**src/rtl/prmcu_uart_pkg.sv**
```systemverilog
// prmcu_uart_pkg: shared receiver state type and configuration limits
package prmcu_uart_pkg;
  typedef enum logic [2:0] {IDLE, START, DATA, PARITY, STOP} rx_state_t;
  localparam int MIN_DATA_BITS = 5;
  localparam int MAX_DATA_BITS = 9;
  localparam int MIN_DIVIDER = 4;
endpackage

```
**src/rtl/prmcu_sync.sv**
```systemverilog
// prmcu_sync: SYNC_STAGES-deep flop chain bringing d into the clk domain
// ports: clk, rst (sync, active-low, presets chain to 1), d (async in), q (synchronized out)
module prmcu_sync #(
  parameter int SYNC_STAGES = 2
) (
  input  logic clk,
  input  logic rst,
  input  logic d,
  output logic q
);
  logic [SYNC_STAGES-1:0] r_ff;
  always_ff @(posedge clk) r_ff <= !rst ? '1 : SYNC_STAGES'({r_ff, d});
  assign q = r_ff[SYNC_STAGES-1];
endmodule

```
**src/rtl/prmcu_uart_rx.sv**
```systemverilog
// prmcu_uart_rx: configurable UART receiver with one-entry output register
// ports: clk, rst (sync, active-low), rx_en, frame config (n_parity_bits_i, n_stop_bits_i,
//   n_data_bits_i, clk_divider_i), rx_i serial line, out_dat_o/out_vld_o/out_rdy_i handshake,
//   parity_err_o/frame_err_o (per word), overrun_err_o (pulse), busy_o
module prmcu_uart_rx
  import prmcu_uart_pkg::*;
#(
  parameter int SYNC_STAGES = 2
) (
  input  logic       clk,
  input  logic       rst,
  input  logic       rx_en,
  input  logic       n_parity_bits_i,
  input  logic [1:0] n_stop_bits_i,
  input  logic [3:0] n_data_bits_i,
  input  logic [7:0] clk_divider_i,
  input  logic       rx_i,
  output logic [8:0] out_dat_o,
  output logic       out_vld_o,
  input  logic       out_rdy_i,
  output logic       parity_err_o,
  output logic       frame_err_o,
  output logic       overrun_err_o,
  output logic       busy_o
);
  rx_state_t r_state, w_next;
  logic w_rx, r_rx_prev;
  logic [3:0] r_nbits, w_nbits;
  logic [7:0] r_div, w_div, r_cnt;
  logic r_par, r_stop2;
  logic [3:0] r_idx;
  logic [8:0] r_shift, r_dat;
  logic r_xor, r_perr, r_ferr;
  logic r_vld, r_pe, r_fe, r_ovr;
  logic w_start, w_tick, w_last_data, w_last_stop, w_done;

  prmcu_sync #(.SYNC_STAGES(SYNC_STAGES)) u_sync (.clk(clk), .rst(rst), .d(rx_i), .q(w_rx));

  assign w_nbits = n_data_bits_i < 4'(MIN_DATA_BITS) ? 4'(MIN_DATA_BITS) :
                   n_data_bits_i > 4'(MAX_DATA_BITS) ? 4'(MAX_DATA_BITS) : n_data_bits_i;
  assign w_div = clk_divider_i < 8'(MIN_DIVIDER) ? 8'(MIN_DIVIDER) : clk_divider_i;
  assign w_start = rx_en & r_rx_prev & ~w_rx;
  // counter reloads with N and expires at 1, giving exactly N cycles per bit
  assign w_tick = r_cnt <= 8'd1;
  assign w_last_data = r_idx == r_nbits - 4'd1;
  assign w_last_stop = r_idx == {3'b000, r_stop2};
  assign w_done = rx_en & (r_state == STOP) & w_tick & w_last_stop;

  always_comb begin
    w_next = r_state;
    case (r_state)
      IDLE:    w_next = w_start ? START : IDLE;
      START:   w_next = w_tick ? (w_rx ? IDLE : DATA) : START;
      DATA:    w_next = (w_tick & w_last_data) ? (r_par ? PARITY : STOP) : DATA;
      PARITY:  w_next = w_tick ? STOP : PARITY;
      STOP:    w_next = (w_tick & w_last_stop) ? IDLE : STOP;
      default: w_next = IDLE;
    endcase
    if (!rx_en) w_next = IDLE;
  end

  always_ff @(posedge clk) r_state <= !rst ? IDLE : w_next;

  // configuration tracks the inputs while idle and freezes once a frame starts
  always_ff @(posedge clk) begin
    if (!rst) begin
      r_rx_prev <= 1'b1;
      r_cnt <= '0;
      r_idx <= '0;
      r_shift <= '0;
      r_xor <= 1'b0;
      r_perr <= 1'b0;
      r_ferr <= 1'b0;
      r_nbits <= 4'(MIN_DATA_BITS);
      r_div <= 8'(MIN_DIVIDER);
      r_par <= 1'b0;
      r_stop2 <= 1'b0;
    end else begin
      r_rx_prev <= w_rx;
      if (r_state == IDLE) begin
        r_cnt <= {1'b0, w_div[7:1]};
        r_idx <= '0;
        r_shift <= '0;
        r_xor <= 1'b0;
        r_perr <= 1'b0;
        r_ferr <= 1'b0;
        r_nbits <= w_nbits;
        r_div <= w_div;
        r_par <= n_parity_bits_i;
        r_stop2 <= n_stop_bits_i[1];
      end else begin
        r_cnt <= w_tick ? r_div : r_cnt - 8'd1;
        if (w_tick) begin
          case (r_state)
            DATA: begin
              r_shift[r_idx] <= w_rx;
              r_xor <= r_xor ^ w_rx;
              r_idx <= w_last_data ? 4'd0 : r_idx + 4'd1;
            end
            PARITY: r_perr <= w_rx ^ r_xor;
            STOP: begin
              r_ferr <= r_ferr | ~w_rx;
              r_idx <= r_idx + 4'd1;
            end
            default: ;
          endcase
        end
      end
    end
  end

  // a completing frame loads only if the register is empty or draining this cycle
  always_ff @(posedge clk) begin
    if (!rst) begin
      r_dat <= '0;
      r_vld <= 1'b0;
      r_pe <= 1'b0;
      r_fe <= 1'b0;
      r_ovr <= 1'b0;
    end else begin
      r_ovr <= w_done & r_vld & ~out_rdy_i;
      if (w_done & (~r_vld | out_rdy_i)) begin
        r_dat <= r_shift;
        r_pe <= r_perr;
        r_fe <= r_ferr | ~w_rx;
        r_vld <= 1'b1;
      end else if (out_rdy_i) r_vld <= 1'b0;
    end
  end

  assign out_dat_o = rst ? r_dat : '0;
  assign out_vld_o = rst & r_vld;
  assign parity_err_o = rst & r_pe;
  assign frame_err_o = rst & r_fe;
  assign overrun_err_o = rst & r_ovr;
  assign busy_o = rst & (r_state != IDLE);
endmodule
```
**config.mk**
```make
export PLATFORM = sky130hd
export DESIGN_NAME = prmcu_uart_rx
export DESIGN_NICKNAME = d
export VERILOG_FILES = /design/src/rtl/prmcu_uart_pkg.sv /design/src/rtl/prmcu_sync.sv /design/src/rtl/prmcu_uart_rx.sv
export SDC_FILE = /design/constraint.sdc
export NUM_CORES = 1
export LEC_CHECK = 0
export CAP_MARGIN = 20
export CORE_MARGIN = 3
export CORE_UTILIZATION = 60
export CTS_BUF_LIST = sky130_fd_sc_hd__clkbuf_4 sky130_fd_sc_hd__clkbuf_8 sky130_fd_sc_hd__clkbuf_16
export DETAILED_ROUTE_END_ITERATION = 7
export PLACE_DENSITY = 0.85
export SYNTH_ARGS = -nofsm -noshare
export SYNTH_HDL_FRONTEND = slang
export SYNTH_SLANG_ARGS = --single-unit
```
**constraint.sdc**
```tcl
create_clock -name clk -period 4.5 [get_ports clk]
set_clock_uncertainty 0.05 [all_clocks]
set_input_delay 0.9 -clock clk [delete_from_list [all_inputs] [get_ports clk]]
set_output_delay 0.9 -clock clk [all_outputs]
set_load 0.005 [all_outputs]
```
==> results of run 1 <==
[registers in the layout, summed over array words and instances, names as in the netlist]
name         flops
r_cnt            8
r_dat            9
r_div            8
r_fe             1
r_ferr           1
r_idx            4
r_nbits          4
r_ovr            1
r_par            1
r_pe             1
r_perr           1
r_rx_prev        1
r_shift          9
r_state          3
r_stop2          1
r_vld            1
r_xor            1
u_sync.r_ff      2
[critical path, delay by kind of cell, from the launching register on]
family / cells / cell delay, ns
simple gates: 2 / 1.03
buf+inv: 2 / 0.86
flops: 1 / 0.48
[power by group through the flow]
stage	registers [W]	logic (W)	clock network, W
2_1_floorplan	0.000536	0.0000666	0
3_3_place_gp	0.000539	0.0000914	0
3_5_place_dp	0.000539	0.0000941	0
4_1_cts	0.000528	0.0000953	0.000473
5_1_grt	0.000530	0.000106	0.000492
6_report	0.000528	0.0000969	0.000467
[logic make-up after synthesis]
kind of cell | count (synthesis) | share of synthesized area (%)
buffers and inverters | 41 | 6.03
XOR/XNOR | 8 | 2.97
AND/OR/NAND/NOR | 139 | 25.2
adder cells (fa/ha/maj) | 7 | 3.11
multiplexers | 21 | 7.50
AO/OA/AOI/OAI | 64 | 14.7
flip-flops | 57 | 40.5
[per-layer routing]
metal	share of wire [%]	vias to the layer above	track usage, %
li1	-	1230	-
met1	47	1164	33.0
met2	46	84	36.2
met3	5.3	12	5.27
met4	1.6	0	10.5
met5	0	-	0
[final cells by class]
type	count	share of cell area (%)
Clock buffer	10	4.11
Clock inverter	6	1.72
Inverter	23	2.58
Multi-Input combinational cell	239	45.1
Sequential cell	57	34.1
Tap cell	52	1.94
Timing Repair Buffer	35	10.5
[cells in the final DEF (no fill, tap or decap), types with 4 or more instances in the layout]
cell | synthesis | final
nor3_1 | 5 | 5
or3_1 | 7 | 7
o31ai_1 | 6 | 6
nor2_1 | 12 | 12
dfxtp_1 | 57 | 57
nand2_1 | 58 | 58
a211oi_1 | 5 | 5
clkdlybuf4s50_1 | 0 | 32
ha_1 | 7 | 7
mux2i_1 | 20 | 20
a21oi_1 | 21 | 21
clkinv_2 | 0 | 4
inv_1 | 22 | 22
clkbuf_8 | 0 | 11
xnor2_1 | 4 | 4
nand3_1 | 18 | 18
a31oi_1 | 5 | 5
nor2b_1 | 4 | 4
nor4_1 | 9 | 9
o21ai_0 | 13 | 13
[through the flow]
step                      worst slack [ns]  total power (W)
after global placement                1.09         0.000630
after global routing                 0.639          0.00113
after floorplan                       1.96         0.000603
final                                0.836          0.00109
after CTS                            0.855          0.00110
after detailed placement              1.08         0.000633
[worst min-delay path by stage]
stage	to	depth (start not counted)	slack, ns	startpoint
after CTS	u_sync.r_ff[1]$_SDFF_PN1_	1	0.38	u_sync.r_ff[0]$_SDFF_PN1_
after floorplan	u_sync.r_ff[1]$_SDFF_PN1_	1	0.34	u_sync.r_ff[0]$_SDFF_PN1_
after global placement	u_sync.r_ff[1]$_SDFF_PN1_	1	0.35	u_sync.r_ff[0]$_SDFF_PN1_
after detailed placement	u_sync.r_ff[1]$_SDFF_PN1_	1	0.35	u_sync.r_ff[0]$_SDFF_PN1_
after global routing	u_sync.r_ff[1]$_SDFF_PN1_	1	0.39	u_sync.r_ff[0]$_SDFF_PN1_
final	u_sync.r_ff[1]$_SDFF_PN1_	1	0.38	u_sync.r_ff[0]$_SDFF_PN1_
==> impl_results.md, run 1 <==
- Syn-to-layout area delta: 18.8%
- Clock slew at reported path FFs: 0.07 ns
- P_sw: 0.000267 W
- Ys Warns: 0
- Post-CTS Hold Buffers: 0
- Vias per cell: 5.90
- Mapped Avg Cell Area: 8.37 sq um
- Register area share after synthesis: 40.5%
- Crit path launch: r_state[1]$_SDFF_PN0_
- Initial antenna violation count: 0
- Drt pass-1 iters: 5
- GRT Total Usage: 24.0%
- Sequential Power Share: 48.4%
- Clk sinks: 57
- Fill cell count: 348
- Setup tns final: 0 ns
- Final Cycle Share: 81.4%
- Syn Inst Count: 337
- CP endpoint: busy_o
- CTS tree: built
- Inst Count DP: 404
- Final wirelength: 6.23 mm
- Pleak: 1.34 nW
- Total Die Area: 5560 sq um
- Worst Tran Pin Value: 0.692 ns
- Post-Syn Nets: 364
- Die Span X: 74.6 um
- Area of the multi-input gates: 1510 sq um
- Max_cap viols: 0
- P_int: 0.000825 W
- Hold crit path type: reg -> reg
- Post-synth top area cell: dfxtp_1
- R2R cell count: 7
- FMAX: 273 MHz
- CTS Buf Count: 9
- Main synth FF type: dfxtp_1
- Number of global-route vias before repair: 2244
- Required @ worst endpoint: 3.55 ns
- Routed wire per std cell: 14.8 um
- Ys async rst share: 0%
- Clock root buffer: clkbuf_8
- Post-DP HPWL: 4.26 mm
- Post-synth top area share: 40.5%
- Placed cell areas: 3130 sq um
- Count leader, synth: nand2_1
- Antenna Nets Post-Route: 0
- Sw frac: 24.4%
- Initial DRC count: 209
- Combinational group share of total power: 8.9%
- EDFF count, synth: 0
- Slew Limit Fails: 0
- Status: finished clean
- Finished layout cell area: 3350 sq um
- Post-CTS Setup Bufs: 0
- IO Pins: 34
- Crit-path max cell delay: 0.61 ns
- Final std cells w/o fill: 422
- Synth cell types: 50
- Synth top area cells: dfxtp_1 (40%), nand2_1 (7.7%), mux2i_1 (7.1%)
- CP max stage cell: or3_1
- Final Util: 75.4%
- Die Y: 74.6 um
- Std cell rows: 24
- PostCTS Resize Cnt: 0
- Layout cells sized above 1: 9.46%
- Setup CP Type: reg -> out
- Worst IR Drop VDD: 0.252 mV
- Overflow after GRT: 0
- Tmin final: 3.66 ns
- RR Startpoint: r_cnt[0]$_SDFF_PN0_
- Initial Utilization: 63.5%
- Final setup violating endpoints: 0
- Worst path cell trace: or3_1 -> nand2_1 -> inv_2 -> clkdlybuf4s50_1
- DR DRC count: 0
- Hold WS: 0.377 ns
- Crit path capture type: output port
- DR vias: 2490
- Unrepaired setup endpoints after global routing: no
- First-pass GRT wire length: 10.1 mm
- Max-slew headroom: 53.9%
- Synth cell count leaders: nand2_1 (58), dfxtp_1 (57), inv_1 (22), a21oi_1 (21), mux2i_1 (20)
- Clock share of power: 42.7%
- Critical path fanouts, max: 20
- Core area: 4440 sq um
- Antenna cells: 0
- Worst R2R Setup Slack: 1.85 ns
- Mapped cell area: 2820 sq um
- #FFs+latches synth: 57
- Power per Cell Area: 326 nW/um^2
- RD Place Congestion: 0.891
- Clk Latency, worst-skew pair: 0.33 ns
- Capturing point of the worst reg2reg path: r_dat[6]$_SDFFE_PN0P_
- H-tree depth: 3
- Bufs on Longest Clock Path: 2
- WP data arrival: 2.71 ns
- CP startpoint kind: flip-flop
- Final nets: 392
- Hold Fails Final Rpt: 0
- FF/Latch Area: 1140 sq um
- Input/output buffers: 32
- Pin count of the biggest net entering global routing: 38
Note: power is estimated with default switching activity, not from simulation.
==> inputs of run 2 (changes only) <==
--- a/config.mk
+++ b/config.mk
@@ -7,10 +7,10 @@
 export LEC_CHECK = 0
 export CAP_MARGIN = 20
 export CORE_MARGIN = 3
-export CORE_UTILIZATION = 60
+export CORE_UTILIZATION = 50
 export CTS_BUF_LIST = sky130_fd_sc_hd__clkbuf_4 sky130_fd_sc_hd__clkbuf_8 sky130_fd_sc_hd__clkbuf_16
 export DETAILED_ROUTE_END_ITERATION = 7
-export PLACE_DENSITY = 0.85
+export PLACE_DENSITY = 0.76
 export SYNTH_ARGS = -nofsm -noshare
 export SYNTH_HDL_FRONTEND = slang
 export SYNTH_SLANG_ARGS = --single-unit
==> constraint.sdc (replaced) <==
create_clock -name clk -period 3.35 [get_ports clk]
set_clock_uncertainty 0.05 [all_clocks]
set_input_delay 0.67 -clock clk [delete_from_list [all_inputs] [get_ports clk]]
set_output_delay 0.67 -clock clk [all_outputs]
set_load 0.005 [all_outputs]
==> run 2 against run 1 <==
Via count shrank 2.1%. Setup slack got worse by 0.28 ns. Combinational power is 37% higher. Register-to-register slack got worse by 0.97 ns. Routed wire length decreased by 2.6%. Global-route usage decreased by 3.2 points. Hold slack got worse by 0.022 ns. Largest cell class unchanged.
==> impl_results.md, run 2 (same netlist as run 1, synthesis figures left out) <==
- Status: finished clean
- Dpl ws: 0.571 ns
- Syn-to-layout area delta: 20.2%
- Die Y: 81.1 um
- Largest regs: r_dat x9, r_shift x9
- Overflow after GRT: 0
- Post-CTS Setup Bufs: 0
- CTS Buf Count: 9
- Initial Utilization: 53.5%
- Worst IR Drop VDD: 0.293 mV
- Total Die Area: 6580 sq um
- Pin count of the biggest net entering global routing: 39
- Vias per cell: 5.49
- Max_cap viols: 0
- CP endpoint: out_dat_o[4]
- Die Span X: 81.1 um
- RR Startpoint: r_cnt[0]$_SDFF_PN0_
- Initial antenna violation count: 0
- Clock slew at reported path FFs: 0.06 ns
- Antenna Nets Post-Route: 0
- Crit-path max cell delay: 0.51 ns
- Bufs on Longest Clock Path: 2
- Most common cell after layout, fill and taps aside: nand2_1
- Worst path cell trace: clkdlybuf4s50_1 -> buf_12 -> nand2_1 -> inv_1 -> clkdlybuf4s50_1
- RD Place Congestion: 0.877
- Critical path fanouts, max: 38
- Most used cell, CP: clkdlybuf4s50_1
- DR vias: 2437
- Required @ worst endpoint: 2.63 ns
- Post-DP HPWL: 4.40 mm
- Fill cell count: 472
- Clk sinks: 57
- Sequential Power Share: 49.7%
- Setup ws final: 0.555 ns
- H-tree depth: 3
- DR DRC count: 0
- Setup CP Type: in -> out
- Crit path launch: rst
- Routed wire per std cell: 13.7 um
- M1 GR Usage: 28.6%
- Pleak: 1.36 nW
- Worst Path Buf+Inv: 4
- Clk Latency, worst-skew pair: 0.34 ns
- P_int: 0.00107 W
- Final setup violating endpoints: 0
- CTS tree: built
- Power per Cell Area: 422 nW/um^2
- First-pass GRT wire length: 10.5 mm
- Input/output buffers: 32
- Worst Tran Pin Value: 0.593 ns
- Crit path capture type: output port
- Worst R2R Setup Slack: 0.88 ns
- Final std cells w/o fill: 444
- FMAX: 358 MHz
- Most frequent cells in the layout: nand2_1 (58), dfxtp_1 (57), clkdlybuf4s50_1 (32)
- Final Cycle Share: 83.4%
- Sw frac: 24.8%
- Hold Fails Final Rpt: 0
- Hold crit path type: reg -> reg
- Final nets: 396
- Met2 Use GR: 30.7%
- Hold WS: 0.354 ns
- Std cell rows: 26
- Initial DRC count: 210
- Antenna cells: 0
- Setup tns final: 0 ns
- Number of global-route vias before repair: 2235
- Core area: 5270 sq um
- Slew Limit Fails: 0
- Cell family with most CP delay: buffers and inverters
- Tot Pwr: 0.00143 W
- Max-slew headroom: 60.5%
- IO Pins: 34
- P_sw: 0.000354 W
- Number of cells on the critical path: 5
- Final wirelength: 6.07 mm
- Post-CTS Hold Buffers: 0
- GR Util met3: 3.77%
- Clock root buffer: clkbuf_8
- WP data arrival: 2.07 ns
- Combinational group share of total power: 9.3%
- PostCTS Resize Cnt: 0
- Layout cells sized above 1: 10.4%
- CP startpoint kind: input port
- Clock share of power: 41.0%
- Unrepaired setup endpoints after global routing: no
- Drt pass-1 iters: 4
- Inst Count DP: 428
- Capturing point of the worst reg2reg path: r_dat[4]$_SDFFE_PN0P_
- GRT Total Usage: 20.8%
- GRT Max-Usage Layer: met2
- Tmin final: 2.79 ns
- R2R cell count: 7
- CP max stage cell: clkdlybuf4s50_1
-- run 2: final cells by class --
cell class / count / area [sq um] / area share (%)
clock inverter: 3 / 15.0 / 0.443
tap: 70 / 87.6 / 2.58
timing repair buffer: 39 / 385 / 11.4
clock buffer: 13 / 166 / 4.91
multi-input combinational: 239 / 1510 / 44.5
inverter: 23 / 86.3 / 2.55
sequential: 57 / 1140 / 33.7
-- run 2: how the worst min path moves through the flow --
stage | slack [ns] | end | cells after the start | start
5_1_grt | 0.38 | u_sync.r_ff[1]$_SDFF_PN1_ | 1 | u_sync.r_ff[0]$_SDFF_PN1_
6_report | 0.35 | u_sync.r_ff[1]$_SDFF_PN1_ | 1 | u_sync.r_ff[0]$_SDFF_PN1_
2_1_floorplan | 0.34 | u_sync.r_ff[1]$_SDFF_PN1_ | 1 | u_sync.r_ff[0]$_SDFF_PN1_
4_1_cts | 0.36 | u_sync.r_ff[1]$_SDFF_PN1_ | 1 | u_sync.r_ff[0]$_SDFF_PN1_
3_3_place_gp | 0.34 | u_sync.r_ff[1]$_SDFF_PN1_ | 1 | u_sync.r_ff[0]$_SDFF_PN1_
3_5_place_dp | 0.35 | u_sync.r_ff[1]$_SDFF_PN1_ | 1 | u_sync.r_ff[0]$_SDFF_PN1_
-- run 2: power by group through the flow --
stage	clock [W]	combinational, W	sequential, W
after floorplan	0	0.0000895	0.000720
after global placement	0	0.000128	0.000724
after detailed placement	0	0.000132	0.000724
after CTS	0.000596	0.000133	0.000709
after global routing	0.000621	0.000149	0.000712
final	0.000586	0.000133	0.000710
-- run 2: worst reg2reg max path: cells and delay by family (launching register included) --
kind | cells | cell delay, ns
compound gates | 1 | 0.41
fa+ha+maj | 1 | 0.30
buf+inv | 2 | 0.31
flops | 1 | 0.34
mux | 1 | 0.22
simple gates | 2 | 0.76
-- run 2: per-layer routing --
metal	up-vias	part of all wire (%)	wire, um
met5	-	0	0
met4	0	2.4	146
met3	16	4.6	278
met2	63	44	2690
met1	1113	49	2950
li1	1245	-	-
-- run 2: per-stage QoR --
step / utilization, % / area (sq um)
6_report: 64.3 / 3390
5_1_grt: 64.3 / 3390
4_1_cts: 64.3 / 3390
3_5_place_dp: 60.9 / 3210
3_3_place_gp: 60.9 / 3210
2_1_floorplan: - / 2820
